$ cat src/rtl/reglist_pkg.sv
// Shared types and helpers for the register-list sequencer: state encoding,
// priority pickers (lowest / highest set bit) and a population count.
// Helpers work on a fixed 64-bit mask; callers zero-extend narrower lists.
package reglist_pkg;

    localparam int MAXW  = 64;
    localparam int MAXIW = 6;

    typedef enum logic [1:0] {
        IDLE = 2'd0,
        RUN  = 2'd1,
        DONE = 2'd2
    } state_t;

    // Index of the lowest set bit; 0 when the mask is empty.
    function automatic logic [MAXIW-1:0] pri_lo(input logic [MAXW-1:0] mask);
        logic [MAXIW-1:0] r;
        r = '0;
        for (int i = MAXW - 1; i >= 0; i--) begin
            if (mask[i]) r = MAXIW'(i);
        end
        return r;
    endfunction

    // Index of the highest set bit; 0 when the mask is empty.
    function automatic logic [MAXIW-1:0] pri_hi(input logic [MAXW-1:0] mask);
        logic [MAXIW-1:0] r;
        r = '0;
        for (int i = 0; i < MAXW; i++) begin
            if (mask[i]) r = MAXIW'(i);
        end
        return r;
    endfunction

    function automatic logic [MAXIW:0] popcnt(input logic [MAXW-1:0] mask);
        logic [MAXIW:0] r;
        r = '0;
        for (int i = 0; i < MAXW; i++) begin
            r = r + {{MAXIW{1'b0}}, mask[i]};
        end
        return r;
    endfunction

endpackage

$ cat src/rtl/decoder_onehot.sv
// Binary-to-one-hot decoder with enable; all-zero output when disabled.
module decoder_onehot #(
    parameter int W = 4
) (
    input  logic [W-1:0]        idx,
    input  logic                en,
    output logic [(1<<W)-1:0]   onehot
);

    // Decode idx to a single set bit, gated by en.
    always_comb begin
        onehot = '0;
        if (en) onehot[idx] = 1'b1;
    end

endmodule

$ cat src/rtl/reglist_sequencer.sv
// Register-list sequencer for block transfers: captures a register list and
// emits one register per accepted beat (index + one-hot), ascending or
// descending, with a ready/valid handshake and a transfer count.
//
//   state | meaning
//   IDLE  | waiting for start; outputs quiet
//   RUN   | presenting beats, advancing on valid & ready
//   DONE  | one-cycle done pulse, then back to IDLE
module reglist_sequencer
    import reglist_pkg::*;
#(
    parameter int NREGS = 16,
    parameter int IDXW  = $clog2(NREGS)
) (
    input  logic              clk,
    input  logic              rst_n,
    input  logic              start,
    input  logic [NREGS-1:0]  reg_list,
    input  logic              up,
    input  logic              flush,
    input  logic              ready,
    output logic              valid,
    output logic [IDXW-1:0]   idx,
    output logic [NREGS-1:0]  onehot,
    output logic              last,
    output logic [IDXW:0]     count,
    output logic              busy,
    output logic              done
);

    state_t             state;
    logic [NREGS-1:0]   pending;
    logic [NREGS-1:0]   pending_nxt;
    logic               dir;
    logic [IDXW-1:0]    first_idx;
    logic [IDXW-1:0]    next_idx;
    logic [IDXW:0]      list_cnt;
    logic               next_one;

    // Selection for the first beat of a new list and for the beat following
    // the one currently presented (current bit removed from pending).
    always_comb begin
        pending_nxt = pending & ~(NREGS'(1) << idx);
        list_cnt    = (IDXW+1)'(popcnt(MAXW'(reg_list)));
        first_idx   = up  ? IDXW'(pri_lo(MAXW'(reg_list)))
                          : IDXW'(pri_hi(MAXW'(reg_list)));
        next_idx    = dir ? IDXW'(pri_lo(MAXW'(pending_nxt)))
                          : IDXW'(pri_hi(MAXW'(pending_nxt)));
        next_one    = (popcnt(MAXW'(pending_nxt)) == (MAXIW+1)'(1));
    end

    // Sequencer state, pending mask and registered outputs; flush beats start/ready.
    always_ff @(posedge clk) begin
        if (!rst_n) begin
            state   <= IDLE;
            pending <= '0;
            dir     <= 1'b0;
            valid   <= 1'b0;
            idx     <= '0;
            last    <= 1'b0;
            count   <= '0;
            busy    <= 1'b0;
            done    <= 1'b0;
        end else if (flush) begin
            state   <= IDLE;
            pending <= '0;
            valid   <= 1'b0;
            last    <= 1'b0;
            busy    <= 1'b0;
            done    <= 1'b0;
        end else begin
            case (state)
                IDLE: begin
                    done <= 1'b0;
                    if (start) begin
                        pending <= reg_list;
                        dir     <= up;
                        count   <= list_cnt;
                        busy    <= 1'b1;
                        if (|reg_list) begin
                            state <= RUN;
                            valid <= 1'b1;
                            idx   <= first_idx;
                            last  <= (list_cnt == (IDXW+1)'(1));
                        end else begin
                            state <= DONE;
                            done  <= 1'b1;
                        end
                    end
                end
                RUN: begin
                    if (ready) begin
                        if (last) begin
                            state   <= DONE;
                            pending <= '0;
                            valid   <= 1'b0;
                            last    <= 1'b0;
                            done    <= 1'b1;
                        end else begin
                            pending <= pending_nxt;
                            idx     <= next_idx;
                            last    <= next_one;
                        end
                    end
                end
                DONE: begin
                    state <= IDLE;
                    done  <= 1'b0;
                    busy  <= 1'b0;
                end
                default: begin
                    state <= IDLE;
                    valid <= 1'b0;
                    last  <= 1'b0;
                    busy  <= 1'b0;
                    done  <= 1'b0;
                end
            endcase
        end
    end

    decoder_onehot #(.W(IDXW)) u_dec (
        .idx    (idx),
        .en     (valid),
        .onehot (onehot)
    );

endmodule

$ cat config.mk
export PLATFORM = sky130hd
export DESIGN_NAME = reglist_sequencer
export DESIGN_NICKNAME = d
export VERILOG_FILES = /design/src/rtl/reglist_pkg.sv /design/src/rtl/decoder_onehot.sv /design/src/rtl/reglist_sequencer.sv
export SDC_FILE = /design/constraint.sdc
export NUM_CORES = 1
export LEC_CHECK = 0
export BUFFER_PORTS_ARGS = -buffer_cell sky130_fd_sc_hd__buf_2
export CAP_MARGIN = 10
export CORE_MARGIN = 1.5
export CORE_UTILIZATION = 60
export CTS_CLUSTER_SIZE = 12
export DETAILED_ROUTE_END_ITERATION = 10
export GPL_ROUTABILITY_DRIVEN = 0
export HOLD_SLACK_MARGIN = 0.05
export PLACE_DENSITY = 0.84
export REMOVE_ABC_BUFFERS = 1
export SLEW_MARGIN = 10
export SYNTH_ARGS = -nofsm -noshare
export SYNTH_HDL_FRONTEND = slang
export SYNTH_SLANG_ARGS = --single-unit
$ cat constraint.sdc
create_clock -name clk -period 11.3 [get_ports clk]
set_input_delay 1.13 -clock clk [delete_from_list [all_inputs] [get_ports clk]]
set_output_delay 1.13 -clock clk [all_outputs]
set_load 0.05 [all_outputs]
==> results.txt <==
# IOs: 51
# nets final: 522
layout cells sized above 1: 15.74%
Post-CTS Setup Inserts: 0
Worst slew margin: 20.84%
Yosys top cell by area: dfxtp_1
clock buffer depth: 2
max-slew violation count: 0
Setup TNS: 0 ps
DRC Markers: 0
Fill cells: 473
CTS H-Tree Depth: 2
Worst Path Max Fanout: 29
Synth Instances: 434
synth warn: 0
CTS tree: yes
Synth top area share: 19.13%
CP Class: register to register
via count: 3,504
max-cap violation count: 0
largest net degree at the start of global routing: 34
critical path required time: 11,510 ps
Final setup viols: 0
total power divided by cell area: 125.5 nW/um^2
VDD IR max: 107.9 uV
clk_skew: 8.597 ps
Fin. Hold Viols: 0
first-pass GRT wire length: 15.72 mm
Tcrit/Tclk final: 46.87%
Cell Rows: 27
crit path DAT: 5510 ps
top_reg_cell synth: dfxtp_1
Worst setup SP type: register
clk_lat worst skew: 290 ps
clock root cell: clkbuf_8
Port Buffers: 50
Synth Register Bits: 32
vias in the first global route: 3,198
FMAX: 188.8 MHz
via-per-instance ratio: 6.465
die area: 6037 sq um
GRT Residual Overflow: 0
sequential share of the synthesized area: 19.13%
Finished Layout Cells: 542
Pre-antenna DRT Iters: 5
CTS resizes: 0
CTS buffer count: 5
critical path endpoint category: register
# diodes: 0
Worst-Margin Slew: 1186 ps
global-route usage over all layers: 32.91%
post-layout minimum cycle time: 5297 ps
Synth area leaders: dfxtp_1, fa_1, nor2_1
Routed WL: 9.652 mm
DP HPWL: 7.369 mm
status: complete, no violations
Area Growth Syn to Fin: 11.21%
# hold bufs at CTS: 0
Initial Util: 61.56%
routed length per instance: 17.81 um
1st-iter DRT viols: 499
Min-Delay Path Class: register to register
Syn Area/Cell: 7.715 sq um
Yosys cell types: 67
Synth async-reset ratio: 0%
# clock sinks: 32
synth cell count leaders: nor2_1, inv_1, dfxtp_1
synthesized area: 3348 sq um
Die Ht: 77.70 um
die width: 77.70 um
initial antenna violation count: 0
Post-synth EDFFs: 0
Placeable Area: 5439 sq um
RSZ-0062 raised after global routing: false
Clock Pin Slew Worst Setup and Hold Paths: 80 ps
Final ANT Viol Nets: 0
Pleak: 1.616 nW
most frequent cell after synthesis: nor2_1
Placed Cells: 534
-- layout by cell type (no fill, tap or decap), types with 11 or more instances in the layout --
cell	netlist	layout
fa_1	20	20
ha_1	11	11
a21oi_1	24	24
a211oi_1	13	13
nand2_1	18	18
dfxtp_1	32	32
nor2_1	64	63
inv_1	48	48
buf_2	6	50
o21ai_0	26	26
-- layer usage --
layer / wire [um] / track usage, % / share of wire (%)
met5: 0 / 0 / 0
met3: 984 / 5.059 / 10
met1: 4067 / 44.66 / 42
met2: 4327 / 52.87 / 45
met4: 272 / 11.82 / 2.8
-- worst max-delay path, cell delays in order, from the launching register on --
cell and delay (ps):
dfxtp_1 930, nand2_1 260, o21ai_0 560, fa_1 510
fa_1 520, fa_1 430, fa_1 490, inv_1 40
ha_1 200, fa_1 430, nor4b_1 290, and3_1 230
o221ai_1 130, a21oi_1 190
-- registers in the layout, summed over array words and instances, names as in the netlist --
signal and flops:
idx 4, dir 1, last 1, state 2, pending 16, count 5, valid 1, busy 1
done 1
-- worst paths after layout --
| check | slack [ps] | depth (start not counted) | startpoint | endpoint |
|---|---|---|---|---|
| worst max-delay path | 6000 | 13 | idx[1] | last |
| worst min-delay path | 470 | 2 | done | done |
| worst max register to register | 6000 | 13 | idx[1] | last |
| worst min register to register | 470 | 2 | done | done |
-- report_power, final --
part	internal, mW	switching [mW]
Clock	0.0779	0.0467
Combinational	0.0818	0.123
Sequential	0.121	0.0160
-- metrics by stage --
stage	power (mW)	hold slack, ps	util (%)	area [sq um]	setup slack (ps)
3_5_place_dp	0.3418	456.2	66.14	3597	6047
2_1_floorplan	0.2901	490.8	-	3254	6311
5_1_grt	0.4979	489.5	68.46	3724	5725
6_report	0.4672	469.1	68.46	3724	6003
4_1_cts	0.4657	470.3	68.46	3724	6036
3_3_place_gp	0.3338	440.0	66.14	3597	6269
-- layout make-up --
class | count | area (sq um) | area share, %
timing repair buffer | 50 | 250.2 | 6.720
clock inverter | 1 | 30.03 | 0.8065
tap | 72 | 90.09 | 2.419
sequential | 32 | 640.6 | 17.20
multi-input combinational | 332 | 2436 | 65.42
clock buffer | 7 | 96.34 | 2.587
inverter | 48 | 180.2 | 4.839
-- cell families after synthesis --
family | Yosys count | synth area share [%]
xor gates and xnor gates | 2 | 0.5233
and+or+nand+nor | 151 | 23.17
DFF | 32 | 19.13
muxes | 6 | 1.868
adders and majority gates | 31 | 16.07
AOI/OAI and AO/OA | 142 | 31.05
buffers and inverters | 70 | 8.184
(Power assumes the default switching activity.)
